<file path="src/rtl/mio_pkg.sv">
// mio_pkg: shared types and constants for the memory/IO bus controller.
package mio_pkg;
  typedef enum logic [1:0] {IDLE, ACC, DONE} state_t;
  localparam logic [3:0] IO_REGION_DEF = 4'hF;
  localparam logic [31:0] DEAD_DATA = 32'hDEAD_BEEF;
  localparam logic OWN_CPU = 1'b0;
  localparam logic OWN_DEV = 1'b1;
endpackage

</file>
<file path="src/rtl/mio_bus_arb_rr_arb2.sv">
// rr_arb2: two-input round-robin arbiter; grant 0 = CPU, 1 = secondary.
module rr_arb2
  import mio_pkg::*;
(
  input  logic       clk,
  input  logic       reset,
  input  logic [1:0] req,
  input  logic       en,
  output logic       grant
);
  logic last;
  // On a collision the requester not served last wins; a lone requester always wins.
  assign grant = &req ? ~last : req[1];
  always_ff @(posedge clk or posedge reset)
    if (reset) last <= OWN_DEV;
    else if (en) last <= grant;
endmodule

</file>
<file path="src/rtl/mio_bus_arb.sv">
// mio_bus_arb: CPU/secondary bus controller with RAM wait states and IO handshake.
// Define MIO_TIMEOUT_EN to abort stalled IO accesses with DEAD_DATA and a bus_err pulse.
module mio_bus_arb
  import mio_pkg::*;
#(
  parameter int RAM_WAIT = 1,
  parameter logic [3:0] IO_REGION = IO_REGION_DEF,
  parameter int TIMEOUT = 16
) (
  input  logic        clk,
  input  logic        reset,
  input  logic        cpu_req,
  input  logic        cpu_we,
  input  logic [31:0] cpu_addr,
  input  logic [31:0] cpu_wdata,
  output logic [31:0] cpu_rdata,
  output logic        cpu_ready,
  input  logic        dev_req,
  input  logic [31:0] dev_addr,
  output logic [31:0] dev_rdata,
  output logic        dev_ready,
  output logic [31:0] mem_addr,
  output logic        mem_we,
  output logic [31:0] mem_wdata,
  input  logic [31:0] mem_rdata,
  output logic [31:0] io_addr,
  output logic        io_we,
  output logic [31:0] io_wdata,
  input  logic [31:0] io_rdata,
  input  logic        io_ready,
  output logic        bus_err,
  output logic        owner
);
  localparam int CW = $clog2(RAM_WAIT > TIMEOUT ? RAM_WAIT : TIMEOUT) + 1;
  state_t state;
  logic [CW-1:0] cnt;
  logic [31:0] addr_q, wdata_q, fin_data, sel_addr;
  logic we_q, io_q, err_q, grant, grant_en, tmo, fin, in_acc;
  rr_arb2 u_arb (
    .clk(clk),
    .reset(reset),
    .req({dev_req, cpu_req}),
    .en(grant_en),
    .grant(grant)
  );
  assign grant_en = state == IDLE && (cpu_req || dev_req);
  assign sel_addr = grant ? dev_addr : cpu_addr;
  assign in_acc = state == ACC;
`ifdef MIO_TIMEOUT_EN
  assign tmo = io_q && !io_ready && cnt == CW'(TIMEOUT - 1);
`else
  assign tmo = 1'b0;
`endif
  assign fin = io_q ? (io_ready || tmo) : cnt == CW'(RAM_WAIT - 1);
  assign fin_data = tmo ? DEAD_DATA : io_q ? io_rdata : mem_rdata;
  assign mem_addr = in_acc && !io_q ? addr_q : '0;
  assign mem_we = in_acc && !io_q && we_q && cnt == '0;
  assign mem_wdata = wdata_q;
  assign io_addr = in_acc && io_q ? addr_q : '0;
  assign io_we = in_acc && io_q && we_q;
  assign io_wdata = wdata_q;
  assign bus_err = err_q;
  always_ff @(posedge clk or posedge reset)
    if (reset) begin
      state <= IDLE;
      cnt <= '0;
      owner <= OWN_CPU;
      addr_q <= '0;
      wdata_q <= '0;
      we_q <= 1'b0;
      io_q <= 1'b0;
      cpu_rdata <= '0;
      dev_rdata <= '0;
      cpu_ready <= 1'b0;
      dev_ready <= 1'b0;
      err_q <= 1'b0;
    end else begin
      cpu_ready <= 1'b0;
      dev_ready <= 1'b0;
      err_q <= 1'b0;
      case (state)
        IDLE: if (grant_en) begin
          state <= ACC;
          cnt <= '0;
          owner <= grant;
          addr_q <= sel_addr;
          wdata_q <= cpu_wdata;
          we_q <= !grant && cpu_we;
          io_q <= sel_addr[31:28] == IO_REGION;
        end
        ACC: if (fin) begin
          state <= DONE;
          err_q <= tmo;
          cpu_ready <= owner == OWN_CPU;
          dev_ready <= owner == OWN_DEV;
          if (owner == OWN_CPU) cpu_rdata <= fin_data;
          else dev_rdata <= fin_data;
        end else cnt <= cnt + 1'b1;
        default: state <= IDLE;
      endcase
    end
endmodule
</file>
<file path="config.mk">
export PLATFORM = sky130hd
export DESIGN_NAME = mio_bus_arb
export DESIGN_NICKNAME = d
export VERILOG_FILES = /design/src/rtl/mio_pkg.sv /design/src/rtl/mio_bus_arb_rr_arb2.sv /design/src/rtl/mio_bus_arb.sv
export SDC_FILE = /design/constraint.sdc
export NUM_CORES = 1
export LEC_CHECK = 0
export ABC_CLOCK_PERIOD_IN_PS = 4980
export BUFFER_PORTS_ARGS = -buffer_cell sky130_fd_sc_hd__buf_4
export CORE_AREA = 5 5 139 141
export DETAILED_ROUTE_END_ITERATION = 8
export DIE_AREA = 0 0 144 146
export PLACE_DENSITY_LB_ADDON = 0.1
export SYNTH_ARGS = -nofsm -noshare
export SYNTH_HDL_FRONTEND = slang
export SYNTH_HIERARCHICAL = 1
export SYNTH_SLANG_ARGS = --single-unit
</file>
<file path="constraint.sdc">
create_clock -name clk -period 4.98 [get_ports clk]
set_input_delay 1.494 -clock clk [delete_from_list [all_inputs] [get_ports clk]]
set_output_delay 1.494 -clock clk [all_outputs]
set_load 0.01 [all_outputs]
</file>
### Yosys cells after proc, flatten, opt, wreduce, memory -nomap -nowiden

Cells that the tools add are included.

| storage, ports and cells | value |
|---|---|
| flip-flop bits (word level) | 141 |
| input port bits | 166 |

| operators by class | value |
|---|---|
| $add $sub $neg | 1 |
| equality and inequality tests | 5 |
| multiplexer cells | 16 |
| bitwise logic cells | 2 |
| reductions and logical operators | 19 |

Operator list:

| cell | number |
|---|---|
| two-way mux 32 bit | 4 |
| two-way mux 5 bit | 2 |
| case mux 5 bit (2 select lines) | 1 |
| AND reduction 3 bit | 3 |
| logical AND 1 bit | 7 |
| two-way mux 1 bit | 6 |
| != test 2 bit (second input constant) | 3 |
| AND reduction 2 bit | 3 |
| adder 5 x 1 -> 5 bit (second input constant) | 1 |
| zero test 5 bit | 1 |
| equality test 4 bit (second input constant) | 1 |
| two-way mux 2 bit | 2 |
| case mux 2 bit (2 select lines) | 1 |
| equality test 2 x 1 -> 1 bit (second input constant) | 1 |
| zero test 1 bit | 2 |
| zero test 2 bit | 1 |
| NOT 1 bit | 2 |
| nonzero test 2 bit | 1 |
| logical OR 1 bit | 1 |

### Depth between registers and ports, before layout

Gate-level depths: netlist of run 1.

| logic depth | value |
|---|---|
| depth after elaboration | 4 |
| mapped depth | 7 |

### By module

The synthesis of run 1 kept the hierarchy.

By module, submodules not included:

| module | times used | cells an instance | area each (sq um) | sequential area each (sq um) |
|---|---|---|---|---|
| mio_bus_arb | 1 | 545 | 6701.4 | 3503.4 |
| rr_arb2 | 1 | 4 | 56.3 | 26.3 |

### Worst setup path before layout of run 1

OpenSTA, ideal clock, no wires.

| timing | value |
|---|---|
| kind | input to register |
| from | input port dev_req |
| to | register u_arb.last |
| setup time | 82 ps |
| data arrival time | 2757 ps |
| path slack | 2140 ps |
| stages on the path | 5 |
| cell sequence | nor2_1 nor3_1 clkbuf_1 buf_1 mux2_4 |

| between the ends | value |
|---|---|
| word-level cells in the longest chain between the ends | 2 |

Ends and longest elaborated chain:

| item | line | text |
|---|---|---|
| start: declaration | mio_bus_arb.sv:18 | `input logic dev_req,` |
| logical OR 1 bit | mio_bus_arb.sv:46 | `assign grant_en = state == IDLE && (cpu_req \|\| dev_req);` |
| logical AND 1 bit | mio_bus_arb.sv:46 |  |
| via grant_en | mio_bus_arb.sv:38 | `logic we_q, io_q, err_q, grant, grant_en, tmo, fin, in_acc;` |
| end signal: assignment | mio_bus_arb_rr_arb2.sv:16 | `else if (en) last <= grant;` |
| end: declaration | mio_bus_arb_rr_arb2.sv:11 | `logic last;` |

The timed path passes the listed nets, and every way through them passes these cells.
A chain may end at the register's enable or synchronous reset.

### Final worst setup path of run 1

| timing | value |
|---|---|
| from | register state[1] |
| to | output port io_addr[19] |

| between the ends | value |
|---|---|
| word-level cells in the longest chain between the ends | 3 |

Ends and longest elaborated chain:

| item | line | text |
|---|---|---|
| start: declaration | mio_bus_arb.sv:35 | `state_t state;` |
| start signal: assignment | mio_bus_arb.sv:65 | `state <= IDLE;` |
| start signal: assignment | mio_bus_arb.sv:83 | `state <= ACC;` |
| start signal: assignment | mio_bus_arb.sv:92 | `state <= DONE;` |
| equality test 2 x 1 -> 1 bit | mio_bus_arb.sv:48 | `assign in_acc = state == ACC;` |
| logical AND 1 bit | mio_bus_arb.sv:59 | `assign io_addr = in_acc && io_q ? addr_q : '0;` |
| two-way mux 32 bit | mio_bus_arb.sv:59 |  |
| end: declaration | mio_bus_arb.sv:26 | `output logic [31:0] io_addr,` |

No other way between the ends.

==> impl_metrics.py, run 1 <==
metrics = {
    "clock_network": {
        "h-tree-depth": 4,
        "cts-resized-gates": 0,
        "clk_path_buf_depth": 2,
        "cts_tree": "built",
        "cts_buffers": 17,
        "clk_latency_ns": 0.41,
        "postCtsHoldBufs": 0,
        "post_cts_buffers": 0,
        "clock_tree.root_cell": "clkbuf_16",
        "cts.sinks": 141,
        "cts.clk_slew.worst_paths_ns": 0.06,
    },
    "outcome": {
        "status": "finished, final reports clean",
    },
    "finish": {
        "nNetsFinal": 1037,
        "n_antenna_cell": 0,
        "drive_above_1_share": 0.6100,
        "final_common_cell": "buf_4",
        "area_growth_pct": 48.86,
        "fin_area_um2": 10060,
        "final_cell_mix": "369 x buf_4, 139 x dfrtp_1, 126 x mux2_2, 35 x nor2_1, 34 x and3_1",
    },
    "routing": {
        "drt-initial-drc-count": 194,
        "vias": 5328,
        "drc": 0,
        "dr.pass1.iters": 5,
        "drt-total-wl_um": 20150,
        "routedWlPerCell_um": 18.14,
        "ant_nets": 0,
        "detail_route.vias_per_cell": 4.796,
    },
    "sta": {
        "setup_tns_ns": 0,
        "slew_headroom": 0.1625,
        "slew_viol_final": 0,
        "fmax_mhz": 270.4,
        "final-hold-violation-count": 0,
        "finalClockSkew_ns": 0.009614,
        "fin_crit_sh": 0.7425,
        "worstMarginPinSlew_ns": 1.251,
        "rsz0062_at_grt": "no",
        "fin_crit_ns": 3.698,
        "setup_viol_count_final": 0,
    },
    "floorplanning": {
        "die_h_um": 146,
        "num_rows": 49,
        "dieArea_um2": 21020,
        "core-area_um2": 17840,
        "initial_core_util": 0.3788,
        "die_w_um": 144,
        "ios": 364,
    },
    "synthesis": {
        "synth_seq_cells": 141,
        "syn-num-nets": 717,
        "synth_edf_count": 0,
        "synth_cell_types": 36,
        "synth_area_leaders": "dfrtp_1 52%, mux2_2 21%, mux2i_1 4.6%, buf_4 3.7%, and3_1 3.1%",
        "ys_dominant_reg_cell": "dfrtp_1",
        "synth_area_leader_cell": "dfrtp_1",
        "ys.warnings.count": 6,
        "syn-instance-count": 549,
        "synth-seq-area-share": 0.5223,
        "syn_avg_cell_area_um2": 12.31,
        "synth_top_area_frac": 0.5184,
        "netlist_area_um2": 6758,
        "async_flop_share": 1.000,
    },
    "power": {
        "leakage_nw": 4.956,
        "powerDensity_nw_per_um2": 674.4,
        "ir_worst_vdd_mv": 0.3196,
    },
    "global_route": {
        "grt_pass1_wl_um": 30790,
        "grt_max_degree": 78,
        "globalRouteOverflowTotal": 0,
        "grt_pass1_vias": 5931,
        "antenna_found_initial": 0,
        "track_usage": 0.1867,
    },
    "worst_setup_path": {
        "startpoint_type": "flip-flop",
        "r2r_setup_slack_ns": 2.01,
        "crit_type": "flip-flop to output pin",
        "cp-end-kind": "output pin",
        "crit_fanout": 40,
        "worstPathRequired_ns": 3.49,
        "arrival_ns": 2.20,
    },
    "flow_run": {
        "max_cap_violations": 0,
    },
    "placement": {
        "io_buffers": 362,
        "dp_hpwl_um": 15610,
        "place_area_um2": 9428,
        "gp_congestion": 0.7671,
    },
    "hold_path": {
        "min_path_type": "flip-flop to flip-flop",
    },
}
==> cell families (layout without fill, tap and decap cells) <==
logic type / count (synthesis) / count (layout) / synth area share
flip-flops: 141 / 141 / 0.5223
adder cells (fa/ha/maj): 2 / 2 / 0.003702
AND/OR/NAND/NOR: 121 / 121 / 0.1004
AO/OA/AOI/OAI: 47 / 47 / 0.03944
other: 1 / 1 / 0.0005549
multiplexers: 162 / 162 / 0.2664
buffers and inverters: 75 / 408 / 0.06721
==> worst paths after layout <==
check / from / end / cells after the start
worst max-delay path: state[1] / io_addr[19] / 3
worst min-delay path: cpu_rdata[8] / cpu_rdata[8] / 1
worst max register to register: state[1] / dev_rdata[14] / 4
worst min register to register: cpu_rdata[8] / cpu_rdata[8] / 1
max in group asynchronous: reset / cpu_rdata[30] / 3
min in group asynchronous: reset / u_arb/last / 2
==> critical path, cell delays in order, from the launching register on <==
cell     delay (ns)
dfrtp_1        0.40
nor2b_2        0.96
and3_1         0.29
buf_4          0.13
==> metal layers <==
metal,track usage,vias up,wire length (um)
met5,0,-,0
met4,0.06403,0,364
met3,0.05948,24,1903
met2,0.3394,231,10640
met1,0.2015,2549,7236
li1,-,2524,-
==> sequential cells by signal (all words and copies together), names as in the netlist <==
name / cells
addr_q: 32
cpu_ready: 1
cnt: 5
dev_rdata: 32
io_wdata: 32
u_arb/last: 1
dev_ready: 1
state: 2
cpu_rdata: 32
we_q: 1
io_q: 1
owner: 1
==> stage by stage <==
stage                     power (mW)  setup slack, ns  std cells  utilization  hold WS [ns]
after floorplan                4.049            1.737        549            -        0.5005
after CTS                      6.904            1.261       1111       0.5639        0.4956
after detailed placement       5.534            1.665       1079       0.5284        0.4820
after global routing           7.228            1.114       1111       0.5639        0.4978
after global placement         5.435            1.719       1079       0.5284        0.4839
final                          6.784            1.282       1111       0.5639        0.4968
==> cell type report <==
type / instances / area (um2)
multi-input cells: 333 / 2794
flip-flops and latches: 141 / 3531
inverters: 6 / 26.28
clock buffers: 20 / 446.7
well taps: 229 / 286.5
fillers: 1569 / 7781
clock inverters: 12 / 185.2
repair buffers: 370 / 2790
==> power breakdown <==
part | internal [mW] | leakage (nW) | switching [mW]
registers | 1.73 | 1.65 | 0.454
logic | 1.80 | 3.00 | 1.46
clock network | 0.858 | 0.306 | 0.483
total | 4.39 | 4.96 | 2.40
==> cells in the mapped netlist (4+ instances only) <==
| cell type | instances |
|---|---|
| nand2_1 | 4 |
| buf_4 | 33 |
| inv_1 | 6 |
| buf_6 | 6 |
| nand3_1 | 6 |
| and3_1 | 34 |
| mux2i_1 | 31 |
| a21oi_1 | 33 |
| a31oi_1 | 4 |
| and2_1 | 32 |
| clkbuf_1 | 25 |
| mux2_2 | 126 |
| nor2_1 | 35 |
| dfrtp_1 | 140 |
Power figures use the tool's default switching activity.
==> run 2: changes to the inputs <==
--- a/config.mk
+++ b/config.mk
@@ -5,7 +5,7 @@
 export SDC_FILE = /design/constraint.sdc
 export NUM_CORES = 1
 export LEC_CHECK = 0
-export ABC_CLOCK_PERIOD_IN_PS = 4980
+export ABC_CLOCK_PERIOD_IN_PS = 3400
 export BUFFER_PORTS_ARGS = -buffer_cell sky130_fd_sc_hd__buf_4
 export CORE_AREA = 5 5 139 141
 export DETAILED_ROUTE_END_ITERATION = 8
==> constraint.sdc (replaced) <==
create_clock -name clk -period 3.4 [get_ports clk]
set_input_delay 1.02 -clock clk [delete_from_list [all_inputs] [get_ports clk]]
set_output_delay 1.02 -clock clk [all_outputs]
set_load 0.01 [all_outputs]
==> impl_metrics.py, run 2 (synthesis gave the netlist of run 1 again) <==
metrics = {
    "finish": {
        "final_cell_mix": "372 x buf_4, 139 x dfrtp_1, 126 x mux2_2, 35 x nor2_1, 34 x and3_1",
        "final_common_cell": "buf_4",
        "instances_no_fill": 1113,
        "fin_area_um2": 10040,
        "n_fill_cell": 1559,
        "drive_above_1_share": 0.6131,
        "fin_util": 0.5629,
        "area_growth_pct": 48.62,
        "n_antenna_cell": 0,
        "nNetsFinal": 1041,
    },
    "routing": {
        "drt-initial-drc-count": 193,
        "dr.pass1.iters": 4,
        "ant_nets": 0,
        "drt-total-wl_um": 19990,
        "drc": 0,
        "vias": 5312,
        "detail_route.vias_per_cell": 4.773,
        "routedWlPerCell_um": 17.96,
    },
    "clock_network": {
        "clock_tree.root_cell": "clkbuf_16",
        "cts-resized-gates": 0,
        "h-tree-depth": 4,
        "cts_buffers": 17,
        "postCtsHoldBufs": 0,
        "clk_path_buf_depth": 2,
        "cts_tree": "built",
        "post_cts_buffers": 0,
        "cts.sinks": 141,
        "cts.clk_slew.worst_paths_ns": 0.06,
        "clk_latency_ns": 0.41,
    },
    "worst_setup_path": {
        "r2r_setup_slack_ns": 1.08,
        "crit_fanout": 32,
        "cp-end-kind": "output pin",
        "crit_type": "flip-flop to output pin",
        "reg2reg_depth": 7,
        "r2r-end": "cpu_rdata[27]",
        "startpoint_type": "flip-flop",
        "startpoint": "state[1]",
        "r2r-start": "cnt[0]",
        "arrival_ns": 1.86,
        "worstPathRequired_ns": 2.38,
    },
    "global_route": {
        "track_usage": 0.1865,
        "globalRouteOverflowTotal": 0,
        "grt_pass1_vias": 5788,
        "grt_max_degree": 75,
        "grt_pass1_wl_um": 30810,
        "antenna_found_initial": 0,
    },
    "hold_path": {
        "min_path_cells": 1,
        "hp-start": "cpu_rdata[10]",
        "min_path_type": "flip-flop to flip-flop",
        "hold_path_end": "cpu_rdata[10]",
    },
    "placement": {
        "place_inst": 1083,
        "io_buffers": 362,
        "place_area_um2": 9470,
        "dp_hpwl_um": 15480,
        "gp_congestion": 0.7849,
    },
    "floorplanning": {
        "initial_core_util": 0.3788,
        "die_w_um": 144,
        "dieArea_um2": 21020,
        "num_rows": 49,
        "ios": 364,
        "die_h_um": 146,
        "core-area_um2": 17840,
    },
    "sta": {
        "fin_crit_ns": 2.879,
        "setup_viol_count_final": 0,
        "rsz0062_at_grt": "no",
        "final-hold-violation-count": 0,
        "slew_viol_final": 0,
        "fin_hold_ws_ns": 0.5062,
        "worstMarginPinSlew_ns": 0.8265,
        "slew_headroom": 0.4490,
        "finalClockSkew_ns": 0.006514,
        "setup_tns_ns": 0,
        "fin_crit_sh": 0.8466,
        "fmax_mhz": 347.4,
    },
    "power": {
        "powerDensity_nw_per_um2": 974.4,
        "leakage_nw": 4.952,
        "ir_worst_vdd_mv": 0.4783,
    },
    "flow_run": {
        "max_cap_violations": 0,
    },
    "outcome": {
        "status": "finished, final reports clean",
    },
}
## run 2: cell count changes in the layout (fill, tap and decap cells not counted), sizes merged
cell	change
inv	-3
bufinv	-2
clkinvlp	+2
clkbuf	-1
buf	+4
clkinv	+2
## run 2: stage by stage
stage | worst slack (ns) | total power [mW]
after floorplan | 0.6309 | 5.930
after CTS | 0.5094 | 9.951
after detailed placement | 0.9549 | 8.112
after global placement | 0.9967 | 7.986
after global routing | 0.3539 | 10.44
final | 0.5214 | 9.786
## run 2: power breakdown
group          internal, mW  leakage [nW]  switching, mW  total [mW]
combinational          2.66          3.02           2.19        4.85
sequential             2.54          1.65          0.608        3.15
clock                  1.11         0.276          0.683        1.79
total                  6.30          4.95           3.48        9.79
## run 2: worst max-delay path by stage
stage,to,slack [ns],depth (start not counted)
final,mem_addr[29],0.52,5
after global routing,mem_addr[4],0.35,5
after global placement,cpu_rdata[6],1.0,5
after CTS,mem_addr[1],0.51,5
after detailed placement,mem_addr[1],0.95,5
after floorplan,addr_q[0],0.63,1
## run 2: layout make-up
| cell class | count | area, um2 | share of cell area |
|---|---|---|---|
| tap | 229 | 286.5 | 0.02853 |
| clock inverter | 11 | 120.1 | 0.01196 |
| multi-input combinational | 333 | 2794 | 0.2782 |
| clock buffer | 19 | 452.9 | 0.04510 |
| sequential | 141 | 3531 | 0.3516 |
| timing repair buffer | 374 | 2833 | 0.2820 |
| inverter | 6 | 26.28 | 0.002616 |
## run 2: routing by layer
layer  part of all wire  GRT usage  vias to the layer above
met4              0.022    0.05979                        0
met2               0.52     0.3284                      229
met3              0.099    0.07033                       31
met1               0.36     0.2055                     2526
met5                  0          0                        -
li1                   -          -                     2526
## run 2: worst max-delay path, cell delays in order (launching register included)
cell and delay [ns]:
dfrtp_1 0.40, nand2b_1 0.26, nor2_1 0.17, buf_4 0.29, and2_1 0.18, buf_4 0.12
